### src/rtl/pc_unit.sv
// Program counter for the single-cycle MIPS datapath: sequential, branch, jump,
// call/return through a circular return-address stack, and stall support.
module pc_unit #(
  parameter int WIDTH      = 32,
  parameter int RAS_DEPTH  = 4,
  parameter int RESET_ADDR = 0,
  parameter int INC        = 1
) (
  input  logic             clk,
  input  logic             reset,
  input  logic             stall,
  input  logic             branch_en,
  input  logic [WIDTH-1:0] branch_off,
  input  logic             jump_en,
  input  logic [WIDTH-1:0] jump_target,
  input  logic             call,
  input  logic             ret,
  output logic [WIDTH-1:0] pc,
  output logic             ras_empty,
  output logic             ras_full,
  output logic             ras_ovf,
  output logic             ras_udf
);

  localparam int PTR_W = $clog2(RAS_DEPTH);
  localparam int CNT_W = PTR_W + 1;
  localparam logic [CNT_W-1:0] FULL_CNT = CNT_W'(RAS_DEPTH);

  logic [WIDTH-1:0] ras [RAS_DEPTH];
  logic [PTR_W-1:0] ptr;
  logic [CNT_W-1:0] count;
  logic [WIDTH-1:0] pc_inc;

  assign pc_inc    = pc + WIDTH'(INC);
  assign ras_empty = (count == '0);
  assign ras_full  = (count == FULL_CNT);

  // When full, a call overwrites the oldest entry because ptr simply wraps.
  always_ff @(posedge clk) begin
    if (reset) begin
      pc      <= WIDTH'(RESET_ADDR);
      ptr     <= '0;
      count   <= '0;
      ras_ovf <= 1'b0;
      ras_udf <= 1'b0;
    end else if (!stall) begin
      if (ret) begin
        if (count != '0) begin
          pc    <= ras[ptr - 1'b1];
          ptr   <= ptr - 1'b1;
          count <= count - 1'b1;
        end else begin
          pc      <= pc_inc;
          ras_udf <= 1'b1;
        end
      end else if (jump_en) begin
        if (call) begin
          ras[ptr] <= pc_inc;
          ptr      <= ptr + 1'b1;
          if (count == FULL_CNT)
            ras_ovf <= 1'b1;
          else
            count <= count + 1'b1;
        end
        pc <= jump_target;
      end else if (branch_en) begin
        pc <= pc_inc + branch_off;
      end else begin
        pc <= pc_inc;
      end
    end
  end

endmodule

### config.mk
export PLATFORM = sky130hd
export DESIGN_NAME = pc_unit
export DESIGN_NICKNAME = d
export VERILOG_FILES = /design/src/rtl/pc_unit.sv
export SDC_FILE = /design/constraint.sdc
export NUM_CORES = 1
export LEC_CHECK = 0
export BUFFER_PORTS_ARGS = -buffer_cell sky130_fd_sc_hd__buf_2
export CELL_PAD_IN_SITES_DETAIL_PLACEMENT = 0
export CELL_PAD_IN_SITES_GLOBAL_PLACEMENT = 1
export CORE_ASPECT_RATIO = 0.5
export CORE_MARGIN = 2
export CORE_UTILIZATION = 40
export CTS_CLUSTER_DIAMETER = 60
export CTS_CLUSTER_SIZE = 40
export DETAILED_ROUTE_END_ITERATION = 7
export GPL_TIMING_DRIVEN = 0
export MAX_ROUTING_LAYER = met4
export PLACE_DENSITY = 0.76
export SYNTH_ARGS = -nofsm -noshare
export SYNTH_HDL_FRONTEND = slang
export SYNTH_SLANG_ARGS = --single-unit
### constraint.sdc
create_clock -name clk -period 5.9 [get_ports clk]
set_clock_uncertainty 0.1 [all_clocks]
set_input_delay 0.59 -clock clk [delete_from_list [all_inputs] [get_ports clk]]
set_output_delay 0.59 -clock clk [all_outputs]
set_load 0.005 [all_outputs]
======== After elaboration in Yosys (flattened, before gate mapping) ========
Memory sizes are Yosys's and may differ from the RTL's.
Cells that the tools add are included.
word-level totals
  register bits after elaboration ......... 39
  memory bits (writable) .................. 128
  bits of input ports ..................... 71
  output and inout bits ................... 36
  logic and storage cells ................. 45
  memories ................................ 1
operators by class
  $add $sub $neg .......................... 6
  eq/ne operators ......................... 3
  mux-type cells .......................... 19
  bitwise operators ....................... 3
  reductions and logical operators ........ 8
memories
  name  depth  bits a word  read ports  clocked after Yosys merged registers in  write ports  RTL line  text
  ras   4      32           1           0                                        1            29        logic [WIDTH-1:0] ras [RAS_DEPTH];
operators by type and width
  cell                     count
  $mux W32                 4
  $add A32 B1 Y32 const B  1
  $add A32 B32 Y32         1
  $mux W3                  5
  $reduce_and A5 Y1        2
  $mux W2                  4
  $mux W1                  6
  $reduce_and A4 Y1        1
  $reduce_bool A2 Y1       2
  $add A3 B1 Y3 const B    1
  $eq A3 B3 Y1 const B     1
  $logic_not A3 Y1         1
  $not A1 Y1               3
  $reduce_and A3 Y1        1
  $reduce_bool A3 Y1       1
  $sub A3 B1 Y3 const B    1
  $add A2 B1 Y2 const B    1
  $ne A2 B1 Y1 const B     1
  $ne A2 B2 Y1 const B     1
  $sub A2 B1 Y2 const B    1

======== Depth between registers and ports, before layout ========
  depth after elaboration ................. 6
  gate-level depth with buffers ........... 18
  gate-level depth less buffers ........... 16

======== Worst setup path before layout ========
OpenSTA, ideal clock, no wires.
  kind .................................... reg-to-reg
  start ................................... register pc[2]
  end ..................................... register pc[31]
  library setup time ...................... 74 ps
  arrival time ............................ 3702 ps
  data required time ...................... 5726 ps
  slack ................................... 2024 ps
  cell stages (with the launch flop) ...... 16
  path buffers ............................ 2
  period minus slack after synthesis ...... 3876 ps
  path through ............................ dfxtp_1 and4_4 nand4_4 or3_1 buf_6 nor3_2 xnor2_1 inv_2 ha_1 clkbuf_1 nand4_1 nor3_1 o21ai_2 a211o_1 mux4_2 a31oi_1
between the ends
  word-level cells in the longest chain between the ends .. 5
  elaborated cells on any way between the ends .. 6
  classes of those cells .................. 2 x add/sub; 4 x mux
ends and longest elaborated chain
  item                      RTL line  text
  start: declaration        18        output logic [WIDTH-1:0] pc,
  start signal: assignment  41        pc <= WIDTH'(RESET_ADDR);
  start signal: assignment  49        pc <= ras[ptr - 1'b1];
  start signal: assignment  53        pc <= pc_inc;
  $add A32 B1 Y32           34        assign pc_inc = pc + WIDTH'(INC);
  named net pc_inc[24]      32        logic [WIDTH-1:0] pc_inc;
  $add A32 B32 Y32          67        pc <= pc_inc + branch_off;
  $mux W32                  66        end else if (branch_en) begin
  $mux W32                  56        end else if (jump_en) begin
  $mux W32                  47        if (ret) begin
The timed path passes the listed nets, and every way through them passes these cells.
A chain may end at the register's enable or synchronous reset.

======== Worst setup path in the final report ========
  start ................................... register pc[0]
  end ..................................... register pc[27]
The elaborated chain is that of the path after synthesis.

==> results.py <==
metrics = {
    "grt": {
        "grt_max_degree": 21,
        "grt_overflow": 0,
        "grt_pass1_wl_um": 49700,
        "antenna_found_initial": 0,
        "grt_pass1_vias": 7816,
        "grt_use_total": 0.280,
    },
    "timing": {
        "fin_crit_ns": 4.97,
        "finalCritPeriodShare": 0.843,
        "tns_ns": 0,
        "slew_violations": 0,
        "setup_viol": 0,
        "hold_viol": 0,
        "fmax_mhz": 201,
        "max_slew_margin": 0.294,
        "rsz0062_at_grt": "false",
        "worst_pin_slew_ns": 1.06,
    },
    "synth": {
        "ys_async_sr_fraction": 0,
        "synth.avg_cell_area_um2": 10.9,
        "yosysWarningCount": 0,
        "ys_types": 82,
        "synth-main-ff-cell": "edfxtp_1",
        "yosysSeqAreaShare": 0.474,
        "syn_inst": 896,
        "syn_nets": 1012,
        "synth_edf_count": 128,
        "syn-cell-area_mm2": 0.00976,
        "yosys_register_bits": 167,
    },
    "worst_hold_path": {
        "holdPathStages": 3,
        "worstHoldEndpoint": "pc[31]",
        "hp-start": "jump_target[31]",
        "min_path_type": "primary input to flop",
    },
    "drt": {
        "drc": 0,
        "num_vias": 8117,
        "first_pass_iters": 5,
        "drtIter0Drc": 895,
        "ant_nets": 0,
        "vias_per_cell": 6.01,
        "post_drt_wl_per_cell_um": 25.2,
        "wirelength_um": 34000,
    },
    "floorplan": {
        "die_w_um": 225,
        "start_util": 0.407,
        "die_area_mm2": 0.0257,
        "fp.dieH_um": 114,
        "rows": 40,
        "core_area_mm2": 0.0240,
        "io_pins": 107,
    },
    "cts": {
        "h-tree-depth": 4,
        "cts_resized": 0,
        "postCtsHoldBufs": 0,
        "post_cts_buffers": 0,
        "insertion_delay_ns": 0.46,
        "cts-root-buf": "clkbuf_16",
        "cts_buffers": 17,
        "cts_buffer_depth": 2,
        "cts_tree": "done",
        "clock-sinks": 167,
        "clk_pin_slew_ns": 0.07,
    },
    "layout": {
        "final_layout_size_suffix_gt1_frac": 0.205,
        "fillerInstances": 2208,
        "final_nets": 1139,
        "multi_input_area_mm2": 0.00482,
        "diodes": 0,
        "seq_area_mm2": 0.00462,
        "synthToLayoutAreaGrowth_pct": 15.8,
    },
    "worst_setup_path": {
        "crit_path_start_kind": "flop",
        "r2r-start": "pc[0]",
        "cp_max_fo": 8,
        "worstPathArrival_ns": 5.17,
        "cp-end-kind": "flop",
        "worstSetupPathType": "flop to flop",
        "worstPathRequired_ns": 6.10,
        "rrSetupSlack_ns": 0.93,
        "r2r_cells": 15,
        "r2r-end": "pc[27]",
    },
    "pwr": {
        "power_uw": 3140,
        "p_leak_uw": 0.00430,
        "p_per_area_mw_per_mm2": 278,
        "ir_drop_v": 0.000155,
    },
    "placement": {
        "io_buffers": 104,
        "gp_congestion": 0.921,
        "dp.final_hpwl_um": 24700,
    },
    "run": {
        "cap_violations": 0,
    },
    "run_status": {
        "status": "completed",
    },
}
## cell type report
type | instances | share of cell area
buffer | 45 | 0.0165
clock buffer | 19 | 0.0392
clock inverter | 13 | 0.00841
inverter | 36 | 0.0119
multi-input combinational | 648 | 0.426
sequential | 167 | 0.409
tap | 315 | 0.0349
timing repair buffer | 108 | 0.0538
## through the flow
step                area, um^2  cells  hold WS [ns]   util  setup WS [ns]
global placement         10700   1315         0.361  0.445           1.16
detailed placement       10800   1319         0.365  0.449           1.09
finish                   11300   1351         0.377  0.472          0.928
floorplan                 9760    896         0.360      -           2.02
global route             11300   1351         0.393  0.472          0.671
CTS                      11300   1351         0.371  0.472           1.06
## state kept, by name (all words and copies together), names as in the netlist
signal	count
ptr	2
pc	32
ras_udf	1
ras_ovf	1
ras	128
count	3
## metal layers
| metal | GRT usage | part of all wire | vias to the layer above | routed length [um] |
|---|---|---|---|---|
| met3 | 0.0724 | 0.095 | 65 | 3220 |
| li1 | - | - | 3657 | - |
| met5 | - | 0 | - | 0 |
| met2 | 0.421 | 0.45 | 408 | 15200 |
| met1 | 0.369 | 0.43 | 3987 | 14700 |
| met4 | 0.0927 | 0.026 | 0 | 892 |
## cells in the mapped netlist (all sizes together), types with 13 or more instances
library cell | count | area [um^2]
nor2 | 67 | 262
dfxtp | 39 | 781
mux4 | 33 | 743
o21ai | 38 | 194
nor3 | 13 | 92.6
inv | 34 | 128
a21o | 18 | 135
a211oi | 15 | 118
ha | 43 | 538
clkbuf | 31 | 116
xor2 | 18 | 173
nand2 | 109 | 409
o211ai | 15 | 118
a21oi | 66 | 334
edfxtp | 128 | 3840
xnor2 | 35 | 314
buf | 14 | 70.1
nand3 | 30 | 155
a31oi | 13 | 81.3
## cells by family (layout without fill, tap and decap cells)
logic type                 count (synthesis)  in the layout  synth area share
muxes                                     43             43            0.0870
xor gates and xnor gates                  53             53            0.0499
AOI/OAI and AO/OA                        232            232             0.159
DFF                                      167            167             0.474
buffers and inverters                     81            221            0.0329
adders and majority gates                 45             45            0.0592
and+or+nand+nor                          275            275             0.138
## critical path, stage by stage (launching register included)
cell	delay (ns)
dfxtp_1	0.45
ha_1	0.35
nand4_4	0.24
or3_1	0.45
buf_6	0.17
xnor2_1	0.67
ha_1	0.34
and3_1	0.23
and2_4	0.19
nand3_1	0.12
o211ai_1	0.29
o21ai_2	0.13
and3_1	0.20
o311ai_1	0.57
a221o_1	0.27
a21oi_1	0.06
## cell usage in the layout (no fill, tap or decap), types with 6 or more instances in the layout
master / instances
edfxtp_1: 128
buf_2: 109
nand2_1: 109
nor2_1: 65
a21oi_1: 65
ha_1: 43
dfxtp_1: 39
xnor2_1: 34
o21ai_0: 34
mux4_2: 33
inv_1: 32
clkbuf_1: 32
nand3_1: 29
a21o_1: 18
clkbuf_16: 17
xor2_1: 16
a211oi_1: 14
o211ai_1: 14
a31oi_1: 13
nor3_1: 10
and3_1: 10
o221ai_1: 10
nand4_1: 9
or3_1: 8
buf_1: 7
a22oi_1: 7
nand2b_1: 6
o22ai_1: 6
## worst max path at each step
stage,start,to,slack (ns)
2_1_floorplan,pc[2],pc[31],2.02
3_3_place_gp,pc[0],pc[27],1.16
3_5_place_dp,pc[0],pc[27],1.09
4_1_cts,pc[0],pc[27],1.06
5_1_grt,pc[0],pc[27],0.67
6_report,pc[0],pc[27],0.93
## report_power, final
group | internal [uW] | switching (uW)
clock network | 554 | 517
logic | 268 | 461
registers | 1300 | 39.2
total | 2120 | 1020
No activity file was read; power rests on OpenSTA's default activity.
